[config.mk]
export PLATFORM = sky130hd
export DESIGN_NAME = debounce_tick_fsm
export DESIGN_NICKNAME = d
export VERILOG_FILES = /design/src/rtl/debounce_tick_fsm_pkg.sv /design/src/rtl/debounce_tick_fsm_sync_2ff.sv /design/src/rtl/debounce_tick_fsm.sv
export SDC_FILE = /design/constraint.sdc
export NUM_CORES = 1
export LEC_CHECK = 0
export ABC_AREA = 1
export ABC_CLOCK_PERIOD_IN_PS = 1400
export BUFFER_PORTS_ARGS = -buffer_cell sky130_fd_sc_hd__buf_2
export CORE_AREA = 3 3 40 42
export DETAILED_ROUTE_END_ITERATION = 12
export DIE_AREA = 0 0 43 45
export GPL_TIMING_DRIVEN = 0
export PLACE_DENSITY_LB_ADDON = 0.15
export SYNTH_ARGS = -nofsm -noshare
export SYNTH_HDL_FRONTEND = slang
export SYNTH_SLANG_ARGS = --single-unit
[constraint.sdc]
create_clock -name clk -period 1.4 [get_ports clk]
set_clock_uncertainty 0.1 [all_clocks]
set_input_delay 0.21 -clock clk [delete_from_list [all_inputs] [get_ports clk]]
set_output_delay 0.21 -clock clk [all_outputs]
set_load 0.01 [all_outputs]
[src/rtl/debounce_tick_fsm_pkg.sv]
// debounce_tick_fsm_pkg: state encoding and width helper shared by the debouncer
package debounce_tick_fsm_pkg;

    typedef enum logic [1:0] {
        ZERO  = 2'b00,
        WAIT1 = 2'b01,
        ONE   = 2'b10,
        WAIT0 = 2'b11
    } state_t;

    function automatic int clog2(input int v);
        int r = 0;
        while ((1 << r) < v) r++;
        return r;
    endfunction

endpackage

[src/rtl/debounce_tick_fsm_sync_2ff.sv]
// sync_2ff: two-flop synchroniser for a single asynchronous pin, resets to 0
module sync_2ff (
    input  logic clk,
    input  logic reset_n,
    input  logic d,
    output logic q
);

    logic meta_q;
    logic sync_q;

    always_ff @(posedge clk or negedge reset_n) begin
        if (!reset_n) begin
            meta_q <= 1'b0;
            sync_q <= 1'b0;
        end else begin
            meta_q <= d;
            sync_q <= meta_q;
        end
    end

    assign q = sync_q;

endmodule

[src/rtl/debounce_tick_fsm.sv]
// debounce_tick_fsm: accepts a switch level change only after it holds for
// STABLE_TICKS timer ticks; registered level plus one-cycle rise/fall pulses.
module debounce_tick_fsm
    import debounce_tick_fsm_pkg::*;
#(
    parameter int STABLE_TICKS = 4
) (
    input  logic clk,
    input  logic reset_n,
    input  logic tick,
    input  logic sw_in,
    output logic db_level,
    output logic db_rise,
    output logic db_fall
);

    localparam int CW = clog2(STABLE_TICKS + 1);
    localparam logic [CW-1:0] LAST = CW'(STABLE_TICKS - 1);

    logic          sw_s;
    state_t        state_q, state_d;
    logic [CW-1:0] cnt_q, cnt_d;
    logic          level_q, level_d;
    logic          rise_q, rise_d;
    logic          fall_q, fall_d;

    sync_2ff u_sync (
        .clk    (clk),
        .reset_n(reset_n),
        .d      (sw_in),
        .q      (sw_s)
    );

    // A mismatch on sw_s aborts before the tick is looked at, so an aborting tick is never counted.
    always_comb begin
        state_d = state_q;
        cnt_d   = cnt_q;
        rise_d  = 1'b0;
        fall_d  = 1'b0;
        case (state_q)
            ZERO: if (sw_s) begin
                state_d = WAIT1;
                cnt_d   = '0;
            end
            WAIT1: if (!sw_s) begin
                state_d = ZERO;
                cnt_d   = '0;
            end else if (tick) begin
                state_d = (cnt_q == LAST) ? ONE : WAIT1;
                rise_d  = (cnt_q == LAST);
                cnt_d   = (cnt_q == LAST) ? '0 : cnt_q + 1'b1;
            end
            ONE: if (!sw_s) begin
                state_d = WAIT0;
                cnt_d   = '0;
            end
            WAIT0: if (sw_s) begin
                state_d = ONE;
                cnt_d   = '0;
            end else if (tick) begin
                state_d = (cnt_q == LAST) ? ZERO : WAIT0;
                fall_d  = (cnt_q == LAST);
                cnt_d   = (cnt_q == LAST) ? '0 : cnt_q + 1'b1;
            end
        endcase
        level_d = (state_d == ONE) || (state_d == WAIT0);
    end

    always_ff @(posedge clk or negedge reset_n) begin
        if (!reset_n) begin
            state_q <= ZERO;
            cnt_q   <= '0;
            level_q <= 1'b0;
            rise_q  <= 1'b0;
            fall_q  <= 1'b0;
        end else begin
            state_q <= state_d;
            cnt_q   <= cnt_d;
            level_q <= level_d;
            rise_q  <= rise_d;
            fall_q  <= fall_d;
        end
    end

    assign db_level = level_q;
    assign db_rise  = rise_q;
    assign db_fall  = fall_q;

endmodule

==> impl_metrics.env, run 1 <==
export IMPL_status="finished clean"
export IMPL_leakagePower_nw=0.271
export IMPL_cts_hold_buf=2
export IMPL_p_total_mw=0.794
export IMPL_syn_inst=49
export IMPL_final_cell_mix="13 x nand2_1, 9 x dfrtp_1, 8 x nor2_1"
export IMPL_critical_path_class="flop to flop"
export IMPL_portBuffers=6
export IMPL_wirelength_um=673
export IMPL_gp_congestion=0.678
export IMPL_post_dp_hpwl_um=503
export IMPL_root_buffer="clkbuf_4"
export IMPL_wl_met3_um=43
export IMPL_die_x_um=43
export IMPL_grt_pass1_wl_mm=1.26
export IMPL_drt_antenna_violating_nets=0
export IMPL_synth_top_flop_cell="dfrtp_1"
export IMPL_drv_cap=0
export IMPL_cts_setup_buffers=0
export IMPL_grt_pass1_vias=298
export IMPL_clkTransAtPathRegs_ps=60
export IMPL_floorplan_initialDensity=0.316
export IMPL_cts_repair_resized=0
export IMPL_whs_ps=171
export IMPL_wl_met1_um=342
export IMPL_crit_family="flip-flops"
export IMPL_ys_warnings_count=0
export IMPL_min_period_over_period=0.873
export IMPL_p_per_area_nw_per_um2=1580
export IMPL_register_area_um2=225
export IMPL_maxSlewHeadroom=0.866
export IMPL_routed_via_density=4.22
export IMPL_dr_wl_met2_um=278
export IMPL_grt_max_degree=10
export IMPL_hp_class="input pin to flop"
export IMPL_core_area_um2=1280
export IMPL_drtPass1Iterations=2
export IMPL_vias=321
export IMPL_arrival_ps=1300
export IMPL_final_common_cell="nand2_1"
export IMPL_antenna_found_initial=0
export IMPL_max_stage_delay_ps=390
export IMPL_synth_avg_cell_area_um2=8.30
export IMPL_htreeDepth=1
export IMPL_timing_setup_tns_ps=0
export IMPL_ys_seq_area_frac=0.554
export IMPL_worst_pin_slew_ps=201
export IMPL_cts_tree="done"
export IMPL_syn_area_um2=407
export IMPL_ir_drop_mv=0.628
export IMPL_slowest_stage="dfrtp_1"
export IMPL_clk_latency_ps=260
export IMPL_rows=13
export IMPL_startpoint_type="flop"
export IMPL_multiInputGateArea_um2=159
export IMPL_drtIter0Drc=4
export IMPL_synth_fp_nets=54
export IMPL_antenna_cells=0
export IMPL_setup_viol=0
export IMPL_ioPinCount=7
export IMPL_critPathBufInv=0
export IMPL_track_usage=0.0930
export IMPL_finalMaxSlewViolations=0
export IMPL_die_area_um2=1940
export IMPL_drcViolationCount=0
export IMPL_drive_gt1_frac=0.246
export IMPL_fin_area_um2=502
export IMPL_max_freq_mhz=818
export IMPL_crit_chain="ha_1, nand3_1, nor2_1, nand2_1, o21ai_0"
export IMPL_cp_max_fo=4
export IMPL_synthArstFlopShare=1.00
export IMPL_worstSetupEndpointType="flop"
export IMPL_grt_overflow=0
export IMPL_final_nets=67
export IMPL_synth_seq_cells=9
export IMPL_hold_viol_final=0
export IMPL_synth_edf_count=0
export IMPL_wl_per_cell_um=8.86
export IMPL_top_layer="met4"
export IMPL_synth_cell_types=13
export IMPL_clk_path_buf_depth=2
export IMPL_cp_required_ps=1480
export IMPL_die_h_um=45
export IMPL_fin_crit_ps=1220
export IMPL_clkSinkCount=9
export IMPL_cts_buffers_inserted=3
export IMPL_area_growth_pct=23.4
export IMPL_nFillCells=142
export IMPL_dpl_instance_area_um2=455
export IMPL_rsz0062_at_grt="no"
-- routing by layer --
metal | track usage | up-vias
li1 | - | 178
met5 | 0 | -
met1 | 0.101 | 134
met2 | 0.138 | 7
met3 | 0.0598 | 2
met4 | 0.0542 | 0
-- area by class of cell --
cell class / instances / share of cell area
tap: 15 / 0.0374
timing repair buffer: 8 / 0.0998
clock buffer: 4 / 0.0524
inverter: 6 / 0.0449
multi-input combinational: 34 / 0.317
sequential: 9 / 0.449
-- path summary, 6_finish.rpt --
path                               start  endpoint  slack [ps]  depth (start not counted)
setup / recovery                cnt_q[0]  db_level         180                          5
hold / removal                      tick   db_fall         170                          3
max in group asynchronous        reset_n  cnt_q[0]         800                          2
setup reg to reg                cnt_q[0]  db_level         180                          5
min in group asynchronous        reset_n   db_rise         220                          2
hold reg to reg            u_sync.meta_q  u_sync.q         250                          0
-- through the flow --
| step | setup slack (ps) | util | instances |
|---|---|---|---|
| after floorplan | 292 | - | 49 |
| after global placement | 185 | 0.354 | 70 |
| after detailed placement | 187 | 0.354 | 70 |
| after CTS | 176 | 0.390 | 76 |
| after global routing | 20.5 | 0.390 | 76 |
| final | 178 | 0.390 | 76 |
-- registers in the layout, summed over array words and instances, names as in the netlist --
name	cells
db_rise	1
db_level	1
u_sync.meta_q	1
u_sync.q	1
state_q	1
cnt_q	3
db_fall	1
-- synth_stat cells, types with 2 or more instances --
master / n / area [um^2]
dfrtp_1: 9 / 225
inv_1: 4 / 15.0
inv_2: 2 / 7.51
nand2_1: 13 / 48.8
nand2_2: 2 / 12.5
nand3_1: 5 / 25.0
nor2_1: 8 / 30.0
-- where the power goes --
part           switching (mW)  internal (mW)
Clock                  0.0871          0.110
Sequential             0.0591          0.313
Combinational           0.136         0.0884
-- cells by family (layout without fill, tap and decap cells) --
| logic type | Yosys count | after routing | synth area share |
|---|---|---|---|
| buffers and inverters | 6 | 18 | 0.0554 |
| flip-flops | 9 | 9 | 0.554 |
| adder cells (fa/ha/maj) | 1 | 1 | 0.0308 |
| AO/OA/AOI/OAI | 3 | 3 | 0.0461 |
| AND/OR/NAND/NOR | 30 | 30 | 0.314 |
-- worst min-delay path: cells and delay by family --
kind	cells	cell delay (ps)
buf+inv	1	120
simple gates	2	160
Power figures use the tool's default switching activity.
==> run 2, diff against run 1 <==
Settings changed: GPL_TIMING_DRIVEN 0 to not set.
==> impl_metrics.env, run 2 (synthesis gave the netlist of run 1 again) <==
export IMPL_status="finished clean"
export IMPL_floorplan_initialDensity=0.316
export IMPL_max_stage_delay_ps=390
export IMPL_antenna_cells=0
export IMPL_drcViolationCount=0
export IMPL_critPathBufInv=0
export IMPL_core_area_um2=1280
export IMPL_maxSlewHeadroom=0.867
export IMPL_cts_tree="done"
export IMPL_pwr_share_clk=0.244
export IMPL_setup_viol=0
export IMPL_post_dp_hpwl_um=549
export IMPL_largest_reg_flops=3
export IMPL_timing_setup_tns_ps=0
export IMPL_drive_gt1_frac=0.246
export IMPL_worst_pin_slew_ps=200
export IMPL_worstSetupEndpointType="flop"
export IMPL_max_freq_mhz=820
export IMPL_ioPinCount=7
export IMPL_portBuffers=6
export IMPL_final_nets=67
export IMPL_critical_path_class="flop to flop"
export IMPL_wl_per_cell_um=9.22
export IMPL_antenna_found_initial=0
export IMPL_track_usage=0.0914
export IMPL_fin_cells=76
export IMPL_die_x_um=43
export IMPL_cts_hold_buf=2
export IMPL_cts_setup_buffers=0
export IMPL_nFillCells=135
export IMPL_leakagePower_nw=0.271
export IMPL_die_area_um2=1940
export IMPL_drtIter0Drc=1
export IMPL_vias=330
export IMPL_root_buffer="clkbuf_4"
export IMPL_swShare=0.356
export IMPL_startpoint_type="flop"
export IMPL_cts_repair_resized=0
export IMPL_area_growth_pct=23.4
export IMPL_arrival_ps=1290
export IMPL_drt_antenna_violating_nets=0
export IMPL_p_per_area_nw_per_um2=1580
export IMPL_wirelength_um=701
export IMPL_htreeDepth=1
export IMPL_rsz0062_at_grt="no"
export IMPL_regToRegStartpoint="cnt_q[0]"
export IMPL_hp_start="tick"
export IMPL_crit_chain="ha_1, nand3_1, nor2_1, nand2_1, o21ai_0"
export IMPL_setup_worst_path_start="cnt_q[0]"
export IMPL_drv_cap=0
export IMPL_clk_path_buf_depth=2
export IMPL_rows=13
export IMPL_hold_viol_final=0
export IMPL_crit_family="flip-flops"
export IMPL_top_register="cnt_q"
export IMPL_cts_buffers_inserted=3
export IMPL_grt_pass1_vias=287
export IMPL_finalMaxSlewViolations=0
export IMPL_cp_max_fo=4
export IMPL_dp_cells=70
export IMPL_routed_via_density=4.34
export IMPL_slowest_stage="dfrtp_1"
export IMPL_gp_congestion=0.720
export IMPL_p_sw_mw=0.283
export IMPL_p_int_mw=0.511
export IMPL_final_common_cell="nand2_1"
export IMPL_cp_required_ps=1470
export IMPL_min_period_over_period=0.871
export IMPL_drtPass1Iterations=4
export IMPL_ir_drop_mv=0.614
export IMPL_clkSinkCount=9
export IMPL_clkTransAtPathRegs_ps=60
export IMPL_p_comb_frac=0.290
export IMPL_grt_pass1_wl_mm=1.17
export IMPL_die_h_um=45
export IMPL_hp_class="input pin to flop"
export IMPL_clk_latency_ps=260
export IMPL_grt_overflow=0
export IMPL_fin_crit_ps=1220
export IMPL_grt_max_degree=10
export IMPL_final_cell_mix="13 x nand2_1, 9 x dfrtp_1, 8 x nor2_1"
export IMPL_power_frac_seq=0.466
run 2: cell counts in the layout (fill, tap and decap cells not counted):
No cell type changed its count.
run 2: final cells by class:
class                   count  area [um^2]  area share
clock buffers               4         26.3      0.0524
well taps                  15         18.8      0.0374
multi-input cells          34          159       0.317
flip-flops and latches      9          225       0.449
inverters                   6         22.5      0.0449
repair buffers              8         50.0      0.0998
run 2: power groups by stage:
| stage | clock (mW) | sequential, mW | combinational (mW) |
|---|---|---|---|
| 6_report | 0.194 | 0.371 | 0.230 |
| 5_1_grt | 0.227 | 0.379 | 0.275 |
| 4_1_cts | 0.206 | 0.371 | 0.237 |
| 3_5_place_dp | 0 | 0.376 | 0.230 |
| 3_3_place_gp | 0 | 0.376 | 0.229 |
| 2_1_floorplan | 0 | 0.373 | 0.167 |
run 2: final timing paths:
kind	to	slack, ps	depth (start not counted)
hold / removal	db_fall	170	3
max in group asynchronous	cnt_q[1]	790	2
setup reg to reg	db_level	180	5
hold reg to reg	u_sync.q	250	0
min in group asynchronous	db_rise	230	2
setup / recovery	db_level	180	5
run 2: through the flow:
| stage | setup WS [ps] | instance area, um^2 | hold slack [ps] | util | total power [mW] |
|---|---|---|---|---|---|
| after floorplan | 292 | 407 | -186 | - | 0.540 |
| after global placement | 184 | 455 | -29.6 | 0.354 | 0.605 |
| after detailed placement | 194 | 455 | -28.7 | 0.354 | 0.606 |
| after CTS | 158 | 502 | 161 | 0.390 | 0.814 |
| after global routing | 35.0 | 502 | 181 | 0.390 | 0.881 |
| final | 181 | 502 | 167 | 0.390 | 0.794 |
run 2: worst min-delay path, cell delays in order:
cell	delay, ps
buf_2	120
nand3_1	110
nor3_1	50
run 2: routing by layer:
layer | GRT usage | vias up | wire [um]
met2 | 0.129 | 9 | 301
met3 | 0.0717 | 2 | 45
li1 | - | 178 | -
met4 | 0.0542 | 0 | 12
met1 | 0.0961 | 141 | 340
met5 | 0 | - | 0
==> run 3, diff against run 2 <==
Settings changed: ABC_AREA 1 to 0, CTS_BUF_LIST set to sky130_fd_sc_hd__clkbuf_8, PLACE_DENSITY_LB_ADDON 0.15 to not set.
==> impl_metrics.env, run 3 <==
export IMPL_wl_per_cell_um=12.2
export IMPL_synthArstFlopShare=1.00
export IMPL_reg2reg_to="db_level"
export IMPL_hold_viol_final=0
export IMPL_floorplan_initialDensity=0.296
export IMPL_cts_hold_buf=2
export IMPL_cts_repair_resized=0
export IMPL_worstSetupEndpointType="flop"
export IMPL_dpl_instance_area_um2=437
export IMPL_synthMuxAreaShare=0.0559
export IMPL_hp_start="u_sync.meta_q"
export IMPL_grt_pass1_wl_mm=1.12
export IMPL_synth_cell_types=16
export IMPL_die_h_um=45
export IMPL_vias=258
export IMPL_swShare=0.221
export IMPL_p_comb_frac=0.100
export IMPL_arrival_ps=1320
export IMPL_cp_max_fo=4
export IMPL_worstHoldPathCells=0
export IMPL_power_frac_seq=0.458
export IMPL_maxSlewHeadroom=0.829
export IMPL_final_common_cell="dfrtp_1"
export IMPL_rr_worst_depth=3
export IMPL_synth_xor_area_frac=0.0428
export IMPL_status="finished clean"
export IMPL_track_usage=0.0852
export IMPL_critPathBufInv=0
export IMPL_htreeDepth=1
export IMPL_max_stage_delay_ps=390
export IMPL_ir_drop_mv=0.818
export IMPL_top_register="cnt_q"
export IMPL_synth_top_family_by_area="simple AND/OR/NAND/NOR gates"
export IMPL_clk_latency_ps=230
export IMPL_drtIter0Drc=0
export IMPL_final_cell_mix="9 x dfrtp_1, 6 x buf_2, 3 x nand2b_1, 3 x clkbuf_8"
export IMPL_p_int_mw=0.501
export IMPL_slowest_stage="dfrtp_1"
export IMPL_synth_top_area_share=0.592
export IMPL_clkSinkCount=9
export IMPL_nFillCells=136
export IMPL_die_area_um2=1940
export IMPL_regToRegSetupSlack_ps=100
export IMPL_routed_via_density=4.45
export IMPL_whs_ps=244
export IMPL_gp_congestion=0.694
export IMPL_fin_cells=58
export IMPL_startpoint_type="flop"
export IMPL_cts_buffers_inserted=3
export IMPL_cts_setup_buffers=0
export IMPL_synth_seq_cells=9
export IMPL_ys_warnings_count=0
export IMPL_crit_chain="ha_1, nand4b_1, mux2_2"
export IMPL_synth_top_flop_cell="dfrtp_1"
export IMPL_drt_antenna_violating_nets=0
export IMPL_crit_family="flip-flops"
export IMPL_drcViolationCount=0
export IMPL_grt_pass1_vias=259
export IMPL_min_period_over_period=0.930
export IMPL_synth_compound_area_frac=0.0658
export IMPL_area_growth_pct=31.9
export IMPL_portBuffers=6
export IMPL_synth_avg_cell_area_um2=12.7
export IMPL_hp_class="flop to flop"
export IMPL_grt_max_degree=10
export IMPL_worst_pin_slew_ps=256
export IMPL_regToRegStartpoint="cnt_q[0]"
export IMPL_ys_seq_area_frac=0.592
export IMPL_clk_path_buf_depth=2
export IMPL_finalMaxSlewViolations=0
export IMPL_rows=13
export IMPL_cp_num_cells=3
export IMPL_timing_setup_tns_ps=0
export IMPL_drtPass1Iterations=1
export IMPL_grt_overflow=0
export IMPL_yosys_area_share_simple=0.211
export IMPL_setup_worst_path_start="cnt_q[0]"
export IMPL_drive_gt1_frac=0.302
export IMPL_die_x_um=43
export IMPL_leakagePower_nw=0.242
export IMPL_synth_area_leaders="dfrtp_1 59%, nand2b_1 4.9%, xor2_2 4.3%"
export IMPL_p_sw_mw=0.142
export IMPL_pwr_share_clk=0.442
export IMPL_antenna_cells=0
export IMPL_cts_tree="done"
export IMPL_critical_path_class="flop to flop"
export IMPL_core_area_um2=1280
export IMPL_cp_required_ps=1410
export IMPL_rsz0062_at_grt="no"
export IMPL_yosysMostFrequentCell="dfrtp_1"
export IMPL_wirelength_um=707
export IMPL_final_nets=49
export IMPL_syn_inst=30
export IMPL_max_freq_mhz=768
export IMPL_synth_top_area_cell="dfrtp_1"
export IMPL_fin_crit_ps=1300
export IMPL_root_buffer="clkbuf_8"
export IMPL_fin_area_um2=502
export IMPL_antenna_found_initial=0
export IMPL_clkTransAtPathRegs_ps=40
export IMPL_synth_edf_count=0
export IMPL_ioPinCount=7
export IMPL_crit_path_end="db_level"
export IMPL_synth_common_cells="9 x dfrtp_1, 3 x nand2b_1"
export IMPL_largest_reg_flops=3
export IMPL_synthAdderAreaFrac=0.0329
export IMPL_drv_cap=0
export IMPL_setup_viol=0
export IMPL_dp_cells=52
export IMPL_p_per_area_nw_per_um2=1280
export IMPL_syn_area_um2=380
export IMPL_synth_fp_nets=35
==> run 3: cell count changes after synthesis, moves of 2 or more <==
cell      previous run  this run
nand2_2              2         0
nand2_1             13         2
nor2b_1              0         2
nand2b_1             0         3
nand3_1              5         0
nor3b_1              0         2
o22ai_1              0         2
nor2_1               8         1
inv_2                2         0
inv_1                4         0
==> run 3: final cells by class <==
cell class	count	area (um^2)	share of cell area
clock inverters	1	3.75	0.00748
multi-input cells	21	155	0.309
well taps	15	18.8	0.0374
repair buffers	9	57.6	0.115
flip-flops and latches	9	225	0.449
clock buffers	3	41.3	0.0823
==> run 3: kinds of logic (layout without fill, tap and decap cells) <==
family	count (synthesis)	in the layout
and+or+nand+nor	13	13
xor gates and xnor gates	1	1
buffers and inverters	0	13
DFF	9	9
muxes	2	2
adders and majority gates	1	1
AOI/OAI and AO/OA	4	4
==> run 3: metal layers <==
metal / part of all wire / vias to the layer above / track usage
li1: - / 129 / -
met1: 0.42 / 122 / 0.0852
met2: 0.51 / 7 / 0.147
met3: 0.068 / 0 / 0.0717
met4: 0 / 0 / 0
met5: 0 / - / 0
==> run 3: power by group through the flow <==
stage	clock (mW)	sequential (mW)	combinational, mW
2_1_floorplan	0	0.295	0.0395
3_3_place_gp	0	0.296	0.0584
3_5_place_dp	0	0.298	0.0611
4_1_cts	0.297	0.295	0.0653
5_1_grt	0.314	0.297	0.0723
6_report	0.284	0.294	0.0645
==> run 3: per-stage QoR <==
| step | utilization | total power [mW] | setup WS [ps] |
|---|---|---|---|
| CTS | 0.390 | 0.657 | 79.5 |
| global placement | 0.340 | 0.355 | 114 |
| floorplan | - | 0.335 | 98.2 |
| finish | 0.390 | 0.643 | 97.5 |
| global route | 0.390 | 0.683 | 17.3 |
| detailed placement | 0.340 | 0.359 | 93.1 |
==> run 3: worst min-delay path by stage <==
stage / end / slack (ps)
after floorplan: cnt_q[0] / -190
after global placement: cnt_q[1] / -30
after detailed placement: cnt_q[1] / -30
after CTS: u_sync.q / 250
after global routing: u_sync.q / 270
final: u_sync.q / 240
==> run 3: worst reg2reg max path: stages, from the launching register on <==
cell and delay, ps:
dfrtp_1 390, ha_1 240, nand4b_1 120, mux2_2 340
